File: src/rtl/apb_master.sv
// apb_master: single-outstanding APB requester bridging a valid/ready command port to APB SETUP/ACCESS transfers.
// Optional ACCESS wait-state timeout enabled by defining APB_MASTER_TIMEOUT_EN.
module apb_master #(
  parameter int ADDR_WIDTH     = 8,
  parameter int DATA_WIDTH     = 32,
  parameter int TIMEOUT_CYCLES = 16
) (
  input  logic                  pclk,
  input  logic                  preset,
  input  logic                  cmd_valid,
  output logic                  cmd_ready,
  input  logic                  cmd_write,
  input  logic [ADDR_WIDTH-1:0] cmd_addr,
  input  logic [DATA_WIDTH-1:0] cmd_wdata,
  output logic                  rsp_valid,
  output logic [DATA_WIDTH-1:0] rsp_rdata,
  output logic                  rsp_slverr,
  output logic                  rsp_timeout,
  output logic                  busy,
  output logic [ADDR_WIDTH-1:0] paddr,
  output logic                  pselect,
  output logic                  penable,
  output logic                  pwrite,
  output logic [DATA_WIDTH-1:0] pwdata,
  input  logic                  pready,
  input  logic [DATA_WIDTH-1:0] prdata,
  input  logic                  pslverr
);
  typedef enum logic [1:0] {IDLE, SETUP, ACCESS} state_t;
  state_t r_state;
  logic   w_accept, w_done, w_abort;
  assign cmd_ready = (r_state == IDLE) || (r_state == ACCESS && pready);
  assign w_accept  = cmd_valid && cmd_ready;
  assign w_done    = (r_state == ACCESS) && pready;
`ifdef APB_MASTER_TIMEOUT_EN
  localparam logic [7:0] LP_LIM = 8'(TIMEOUT_CYCLES - 1);
  logic [7:0] r_cnt;
  // abort on the edge that would record the TIMEOUT_CYCLES-th stalled ACCESS cycle
  assign w_abort = (r_state == ACCESS) && !pready && (r_cnt == LP_LIM);
  always_ff @(posedge pclk) begin
    if (preset) r_cnt <= '0;
    else r_cnt <= w_accept ? '0 : (r_state == ACCESS && !pready) ? r_cnt + 8'd1 : r_cnt;
  end
`else
  assign w_abort = 1'b0;
`endif
  always_ff @(posedge pclk) begin
    if (preset) begin
      r_state     <= IDLE;
      paddr       <= '0;
      pselect     <= 1'b0;
      penable     <= 1'b0;
      pwrite      <= 1'b0;
      pwdata      <= '0;
      rsp_valid   <= 1'b0;
      rsp_rdata   <= '0;
      rsp_slverr  <= 1'b0;
      rsp_timeout <= 1'b0;
      busy        <= 1'b0;
    end else begin
      rsp_valid   <= w_done || w_abort;
      rsp_timeout <= w_abort;
      if (w_done) begin
        rsp_rdata  <= pwrite ? '0 : prdata;
        rsp_slverr <= pslverr;
      end else if (w_abort) begin
        rsp_rdata  <= '0;
        rsp_slverr <= 1'b1;
      end
      if (w_accept) begin
        r_state <= SETUP;
        paddr   <= cmd_addr;
        pwrite  <= cmd_write;
        pwdata  <= cmd_write ? cmd_wdata : '0;
        pselect <= 1'b1;
        penable <= 1'b0;
        busy    <= 1'b1;
      end else if (r_state == SETUP) begin
        r_state <= ACCESS;
        penable <= 1'b1;
      end else if (w_done || w_abort) begin
        r_state <= IDLE;
        pselect <= 1'b0;
        penable <= 1'b0;
        busy    <= 1'b0;
      end
    end
  end
endmodule

File: config.mk
export PLATFORM = sky130hd
export DESIGN_NAME = apb_master
export DESIGN_NICKNAME = d
export VERILOG_FILES = /design/src/rtl/apb_master.sv
export SDC_FILE = /design/constraint.sdc
export NUM_CORES = 1
export LEC_CHECK = 0
export ABC_AREA = 1
export BUFFER_PORTS_ARGS = -buffer_cell sky130_fd_sc_hd__buf_4
export CAP_MARGIN = 10
export CORE_ASPECT_RATIO = 1.1
export CORE_UTILIZATION = 40
export DETAILED_ROUTE_END_ITERATION = 6
export PLACE_DENSITY = 0.72
export SLEW_MARGIN = 25
export SYNTH_ARGS = -nofsm -noshare
export SYNTH_HDL_FRONTEND = slang
export SYNTH_SLANG_ARGS = --single-unit
File: constraint.sdc
create_clock -name pclk -period 1.4 [get_ports pclk]
set_input_delay 0 -clock pclk [delete_from_list [all_inputs] [get_ports pclk]]
set_output_delay 0 -clock pclk [all_outputs]
set_load 0.01 [all_outputs]
-- After elaboration in Yosys (flattened, before gate mapping)
Index checks and enable logic that the tools add are counted.
- bits in registers: 79
- output and inout bits: 80
- word-level logic and storage cells: 31
- eq/ne operators: 3
- muxes and demuxes: 9
- reduce and logical (&&, ||, !) cells: 9
- operators with widths (cell ; number):
    $mux W32 ; 2
    $mux W1 ; 5
    $mux W2 ; 2
    $reduce_bool A2 Y1 ; 2
    $reduce_bool A3 Y1 ; 1
    $eq A2 B1 Y1 const B ; 1
    $eq A2 B2 Y1 const B ; 1
    $logic_and A1 B1 Y1 ; 2
    $logic_not A2 Y1 ; 1
    $ne A2 B2 Y1 const B ; 1
    $reduce_and A2 Y1 ; 1
    $reduce_or A2 Y1 ; 1
    $logic_or A1 B1 Y1 ; 1

-- Depth between registers and ports, before layout
Gate-level depths: netlist of the first run.
- word-level depth: 6
- depth in mapped cells: 6

-- Worst setup path before layout of the first run
No wires, ideal clock.
- kind: register -> register
- from: reg penable (netlist name)
- to: reg pwdata[10]
- library setup time: 0.070 ns
- data arrival time: 1.016 ns
- data required time: 1.330 ns
- setup slack: 0.313 ns
- cell stages (with the launch flop): 6
- period minus slack after synthesis: 1.087 ns
- cells stage by stage: dfxtp_1 > nand2_1 > nand3_2 > buf_4 > nand2_1 > a21oi_1
- RTL lines (what ; line ; source):
    to (signal assigned) ; 74 ; pwdata <= cmd_write ? cmd_wdata : '0;
    to (decl) ; 24 ; output logic [DATA_WIDTH-1:0] pwdata,

-- Worst setup path after layout of the first run
- from: reg r_state[0]
- to: out cmd_ready
- cells in the longest elaborated chain, start to end: 3
- elaborated cells on any way between the ends: 4
- classes of those cells: eq/ne: 1; reduce/logical: 3
- ends and longest elaborated chain (what ; line ; source):
    from (decl) ; 30 ; state_t r_state;
    from (signal assigned) ; 49 ; r_state <= IDLE;
    from (signal assigned) ; 71 ; r_state <= SETUP;
    from (signal assigned) ; 79 ; r_state <= ACCESS;
    $eq A2 B2 Y1 ; 32 ; assign cmd_ready = (r_state == IDLE) || (r_state == ACCESS && pready);
    $logic_and A1 B1 Y1 ; 32 ;
    $logic_or A1 B1 Y1 (*) ; 32 ;
    to (decl) ; 11 ; output logic cmd_ready,
Every way passes the cells marked *; elsewhere a longest branch is shown, timed or not.

==> results of run 1 <==
## cell type report
class	count	area share, %
Clock buffer	12	3.25
Clock inverter	3	1.77
Inverter	38	2.80
Multi-Input combinational cell	266	23.9
Sequential cell	78	30.7
Tap cell	105	2.58
Timing Repair Buffer	214	35.0
## flip-flops by register name, summed over array words and instances (netlist names)
register,flops
rsp_valid,1
rsp_rdata,32
penable,1
pwdata,32
r_state,1
paddr,8
rsp_slverr,1
pwrite,1
pselect,1
## layer usage
layer,share of wire (%),track usage [%],vias up
met1,40,24.4,1567
met4,1.7,9.72,0
li1,-,-,1719
met2,49,40.4,167
met5,0,0,-
met3,8.6,5.07,14
## cell usage after synthesis
cell / instances / area (um2)
nand3_4: 1 / 17.5
inv_1: 37 / 139
buf_6: 5 / 56.3
o21ai_0: 1 / 5.00
a21oi_1: 44 / 220
nand3_2: 1 / 10.0
nor2_4: 1 / 11.3
conb_1: 1 / 3.75
buf_4: 4 / 30.0
nand3_1: 104 / 521
nand4_1: 1 / 6.26
nor2_1: 1 / 3.75
clkbuf_1: 13 / 48.8
nand2_1: 110 / 413
buf_2: 14 / 70.1
nand2_2: 1 / 6.26
inv_2: 1 / 3.75
dfxtp_1: 78 / 1560
## through the flow
step                hold WS, ns  worst slack [ns]  cells  power (mW)
floorplan                 0.134             0.313    418        2.71
finish                   0.0170             0.117    716        5.22
global placement          0.221             0.289    652        3.06
global route             0.0202            0.0130    716        5.45
detailed placement        0.224             0.211    652        3.06
CTS                    0.000781            0.0501    716        5.26
## power groups by stage
stage	clock (mW)	sequential, mW	combinational (mW)
final	2.09	2.34	0.785
after floorplan	0	2.42	0.289
after detailed placement	0	2.39	0.672
after CTS	2.14	2.34	0.783
after global routing	2.24	2.35	0.853
after global placement	0	2.39	0.666
## cells by family (layout without fill, tap and decap cells)
group / after synthesis / after routing
simple gates: 220 / 220
flops: 78 / 78
buf+inv: 74 / 267
compound gates: 45 / 45
other cells: 1 / 1
## worst max-delay path, cell delays in order, from the launching register on
cell	delay, ns
dfxtp_1	0.32
inv_2	0.11
nand2_1	0.08
nand2_2	0.09
buf_12	0.20
buf_4	0.15
## what timing repair did
item                                   4_1_cts  5_1_grt
setup endpoints to repair                    0        1
hold buffers                                49        0
endpoints found under the hold margin       49        0
resized for setup                            0        1
## worst max-delay path by stage
stage,startpoint,to,cells past startpoint
floorplan,penable,pwdata[10],5
global placement,penable,pwdata[7],5
detailed placement,penable,pwdata[24],5
CTS,penable,cmd_ready,5
global route,r_state[0],cmd_ready,5
finish,r_state[0],cmd_ready,5
==> flow_metrics.env, run 1 <==
export IMPL_power_sequential_fraction_pct=44.9
export IMPL_final_clock_skew_ns=0.00541
export IMPL_cts_max_path_buffers=2
export IMPL_yosysWarnings=0
export IMPL_wirelength_routed_um=9050
export IMPL_synth_top_family_by_area="simple AND/OR/NAND/NOR gates"
export IMPL_synth_simple_area_share_pct=31.6
export IMPL_postLayoutCoreUtil_pct=67.7
export IMPL_mostFrequentLayoutCell="buf_4"
export IMPL_synth_area_in_adders_pct=0
export IMPL_crit_type="reg2out"
export IMPL_peakVddDrop_mv=0.614
export IMPL_switchingPower_mw=1.18
export IMPL_route_detailed_wl_per_inst_um=12.6
export IMPL_routed_via_density=4.84
export IMPL_flow_area_growth_from_synthesis_pct=62.7
export IMPL_clock_root_buffer="clkbuf_8"
export IMPL_dpl_cell_area_um2=4340
export IMPL_setup_violations=0
export IMPL_postLayoutCellArea_um2=5090
export IMPL_floorplan_die_width_um=86.3
export IMPL_dieHeight_um=94.7
export IMPL_grt_start_max_net_pins=45
export IMPL_drc=0
export IMPL_whs_endpoint="rsp_slverr"
export IMPL_cts_num_sinks=78
export IMPL_finish_net_count=685
export IMPL_share_of_synthesized_area_occupied_by_flip_flops_and_latches_pct=49.9
export IMPL_rr_endpoint="paddr[3]"
export IMPL_worst_setup_hold_path_clk_slew_ns=0.07
export IMPL_power_density_over_the_cells_nw_per_um2=1030
export IMPL_hold_path_depth=3
export IMPL_cts_buffers_inserted=9
export IMPL_synth_area_mux_share_pct=0
export IMPL_core_area_um2=7510
export IMPL_ff_latch_count_synth=78
export IMPL_grt_pass1_vias=3249
export IMPL_cts_max_level=3
export IMPL_r2r_slack_ns=0.27
export IMPL_post_route_cells_drive_above_1_share_pct=30.4
export IMPL_placement_io_buffers=156
export IMPL_tns_ns=0
export IMPL_max_freq_mhz=779
export IMPL_num_antenna_cells=0
export IMPL_antenna_violations_before_repair=0
export IMPL_route_vias_total=3467
export IMPL_post_synth_inst_count=418
export IMPL_post_synthesis_average_cell_area_um2=7.48
export IMPL_ys_types=18
export IMPL_period_needed_ns=1.28
export IMPL_synth_area_um2=3130
export IMPL_clockPowerShare_pct=40.1
export IMPL_clock_latency_ns=0.34
export IMPL_drtAntennaViolNets=0
export IMPL_area_sequential_um2=1560
export IMPL_leakage_nw=2.59
export IMPL_placementRows=33
export IMPL_post_synth_xor_area_fraction_pct=0
export IMPL_drt_first_pass_iters=4
export IMPL_critical_path_max_fanout=42
export IMPL_hold_violations=0
export IMPL_grt_pass1_wl_um=14400
export IMPL_worst_hold_startpoint="pready"
export IMPL_cellInternalPower_mw=4.04
export IMPL_critical_path_arrival_ns=1.28
export IMPL_grtUsageTotal_pct=22.1
export IMPL_grt_overflow_total=0
export IMPL_worst_ep_required_time_ns=1.40
export IMPL_cts_repair_timing_setup_buffer_count=0
export IMPL_dieArea_um2=8180
export IMPL_dp_final_hpwl_um=5620
export IMPL_power_combinational_fraction_pct=15.0
export IMPL_cts_tree="yes"
export IMPL_gp_routability_congestion=0.721
export IMPL_drt_iter0_markers=118
export IMPL_period_utilization_post_route_pct=91.7
export IMPL_critical_path_reg2reg_startpoint="r_state[0]"
export IMPL_effective_utilization_at_floorplan_pct=41.6
export IMPL_multi_input_area_um2=1220
export IMPL_outcome="complete, no violations"
export IMPL_maxCapViolCount=0
export IMPL_most_common_layout_cells="161 x buf_4, 110 x nand2_1, 104 x nand3_1, 77 x dfxtp_1, 49 x dlygate4sd3_1"
export IMPL_layout_filler_cells=603
export IMPL_crit_path_end_kind="primary output"
export IMPL_grt_setup_unrepaired="false"
export IMPL_postSynthNetCount=496
export IMPL_rr_worst_depth=6
export IMPL_setup_worst_path_start_class="flop"
export IMPL_holdCritPathClass="in2reg"
export IMPL_power_switching_share_pct=22.6
export IMPL_synth_compound_area_share_pct=7.20
export IMPL_timing_final_max_slew_violations=0
export IMPL_ios=158
(Power assumes the default switching activity.)
==> run 2, diff against run 1 <==
ABC_AREA = unset   (was 1)
==> flow_metrics.env, run 2 <==
export IMPL_worst_setup_hold_path_clk_slew_ns=0.08
export IMPL_synth_area_in_adders_pct=0
export IMPL_effective_utilization_at_floorplan_pct=41.5
export IMPL_tns_ns=0
export IMPL_maxCapViolCount=0
export IMPL_synth_simple_area_share_pct=22.2
export IMPL_globalRouteMet1Util_pct=28.6
export IMPL_grt_pass1_vias=3264
export IMPL_layout_filler_cells=609
export IMPL_globalRoute_busiestLayer="met2"
export IMPL_postLayoutCellArea_um2=5200
export IMPL_synth_async_sr_flop_share_pct=0
export IMPL_post_route_cells_drive_above_1_share_pct=32.5
export IMPL_critical_path_max_fanout=21
export IMPL_dpl_cell_area_um2=4280
export IMPL_grt_overflow_total=0
export IMPL_synth_cells_most_frequent="78 x dfxtp_1, 76 x a21oi_1, 37 x nand2_1"
export IMPL_mostFrequentLayoutCell="buf_4"
export IMPL_share_of_synthesized_area_occupied_by_flip_flops_and_latches_pct=50.1
export IMPL_period_utilization_post_route_pct=93.4
export IMPL_antenna_violations_before_repair=0
export IMPL_cts_max_level=3
export IMPL_hold_violations=0
export IMPL_crit_path_end_kind="primary output"
export IMPL_floorplan_die_width_um=86.2
export IMPL_holdCritPathClass="in2reg"
export IMPL_drt_first_pass_iters=4
export IMPL_max_freq_mhz=765
export IMPL_gp_routability_congestion=0.717
export IMPL_ios=158
export IMPL_routed_via_density=5.08
export IMPL_cts_repair_timing_setup_buffer_count=0
export IMPL_numPlacedInstances=584
export IMPL_grtUsageTotal_pct=24.1
export IMPL_route_vias_total=3423
export IMPL_synth_area_leaders="dfxtp_1 50%, a21oi_1 12%, nand3b_1 7.7%"
export IMPL_ff_latch_count_synth=78
export IMPL_cts_buffers_inserted=9
export IMPL_leakage_nw=2.14
export IMPL_timing_final_max_slew_violations=0
export IMPL_wirelength_routed_um=10100
export IMPL_yosysWarnings=0
export IMPL_post_synth_top_area_fraction_pct=50.1
export IMPL_synth_compound_area_share_pct=18.8
export IMPL_placementRows=33
export IMPL_setup_worst_path_start_class="flop"
export IMPL_clock_root_buffer="clkbuf_8"
export IMPL_ys_types=23
export IMPL_grt_met3_usage_pct=5.42
export IMPL_biggestRegsByFlops="pwdata x32, rsp_rdata x32, paddr x8"
export IMPL_cts_num_sinks=78
export IMPL_grt_pass1_wl_um=15600
export IMPL_final_clock_skew_ns=0.0103
export IMPL_num_antenna_cells=0
export IMPL_flow_area_growth_from_synthesis_pct=66.8
export IMPL_cts_tree="yes"
export IMPL_core_area_um2=7510
export IMPL_worst_ep_required_time_ns=1.40
export IMPL_most_common_layout_cells="159 x buf_4, 77 x dfxtp_1, 76 x a21oi_1, 73 x dlygate4sd3_1, 37 x nand2_1"
export IMPL_clock_latency_ns=0.33
export IMPL_peakVddDrop_mv=0.619
export IMPL_grt_use_met2_pct=41.7
export IMPL_period_needed_ns=1.31
export IMPL_drtAntennaViolNets=0
export IMPL_dieArea_um2=8150
export IMPL_post_synth_xor_area_fraction_pct=0
export IMPL_number_of_synthesized_flops_with_an_enable_pin=0
export IMPL_hold_slack_ns=0.0383
export IMPL_route_detailed_wl_per_inst_um=15.0
export IMPL_synth_top_family_by_area="simple AND/OR/NAND/NOR gates"
export IMPL_post_synth_inst_count=358
export IMPL_grt_setup_unrepaired="false"
export IMPL_drt_iter0_markers=124
export IMPL_grt_start_max_net_pins=54
export IMPL_dieHeight_um=94.6
export IMPL_setup_violations=0
export IMPL_fin_cells=674
export IMPL_drc=0
export IMPL_postSynthNetCount=436
export IMPL_synth_area_um2=3120
export IMPL_synth_area_mux_share_pct=0
export IMPL_synth_flop_cell="dfxtp_1"
export IMPL_synth_largest_area_cell="dfxtp_1"
export IMPL_finish_net_count=643
export IMPL_cts_max_path_buffers=2
export IMPL_dp_final_hpwl_um=5670
export IMPL_leading_cell_type_by_number_of_instances_after_synthesis="dfxtp_1"
export IMPL_post_synthesis_average_cell_area_um2=8.71
export IMPL_placement_io_buffers=156
export IMPL_crit_type="reg2out"
export IMPL_outcome="complete, no violations"
export IMPL_power_density_over_the_cells_nw_per_um2=906
export IMPL_critical_path_arrival_ns=1.31
[run 2: cell count changes after synthesis, moves of 4 or more]
cell      before  now
nand3_1      104    9
nand3b_1       0   32
buf_4          4    8
o21ai_1        0   14
inv_1         37    0
a21oi_1       44   76
o21ai_0        1   27
nand2_1      110   37
nand4_1        1   32
[run 2: final timing paths]
path	from	to	slack [ns]	depth (start not counted)
setup reg to reg	r_state[0]	pwdata[20]	0.10	3
setup / recovery	penable	cmd_ready	0.09	3
hold reg to reg	rsp_rdata[18]	rsp_rdata[18]	0.45	2
hold / removal	preset	pwdata[0]	0.04	2
[run 2: area by class of cell]
type / count / area (um2) / share of cell area [%]
clock buffer: 12 / 155 / 2.98
timing repair buffer: 237 / 2020 / 38.9
sequential: 78 / 1560 / 30.1
tap: 105 / 131 / 2.53
clock inverter: 3 / 20.0 / 0.385
multi-input combinational: 239 / 1310 / 25.1
[run 2: metrics by stage]
stage | setup slack, ns | util, % | power (mW)
finish | 0.0931 | 69.2 | 4.71
global route | 0.0195 | 69.2 | 4.92
CTS | 0.0794 | 69.1 | 4.74
detailed placement | 0.0809 | 56.9 | 3.07
global placement | 0.156 | 56.9 | 3.06
floorplan | 0.272 | - | 2.72
[run 2: kinds of logic (layout without fill, tap and decap cells)]
| group | count (synthesis) | in the layout |
|---|---|---|
| AOI/OAI and AO/OA | 117 | 117 |
| other | 1 | 1 |
| DFF | 78 | 78 |
| buffers and inverters | 43 | 252 |
| and+or+nand+nor | 119 | 121 |
[run 2: repair_timing]
item                                    in CTS  in global routing
gates resized for setup                      2                  0
hold buffers                                73                  0
gates cloned                                 1                  1
endpoints found under the setup margin       1                  1
endpoints found under the hold margin       73                  0
pin swaps                                    0                  0
[run 2: power breakdown]
group	internal (mW)	leakage (nW)	switching, mW
clock	0.730	0.0845	0.778
sequential	2.30	0.634	0.0486
combinational	0.487	1.42	0.370
total	3.52	2.14	1.20
[run 2: critical path: stages, from the launching register on]
cell and delay [ns]:
dfxtp_2 0.40, and2b_4 0.31, nor2_1 0.11, buf_4 0.16
[run 2: per-layer routing]
metal | vias to the layer above | share of wire [%]
li1 | 1682 | -
met1 | 1582 | 41
met2 | 142 | 50
met3 | 17 | 6.1
met4 | 0 | 2.3
met5 | - | 0
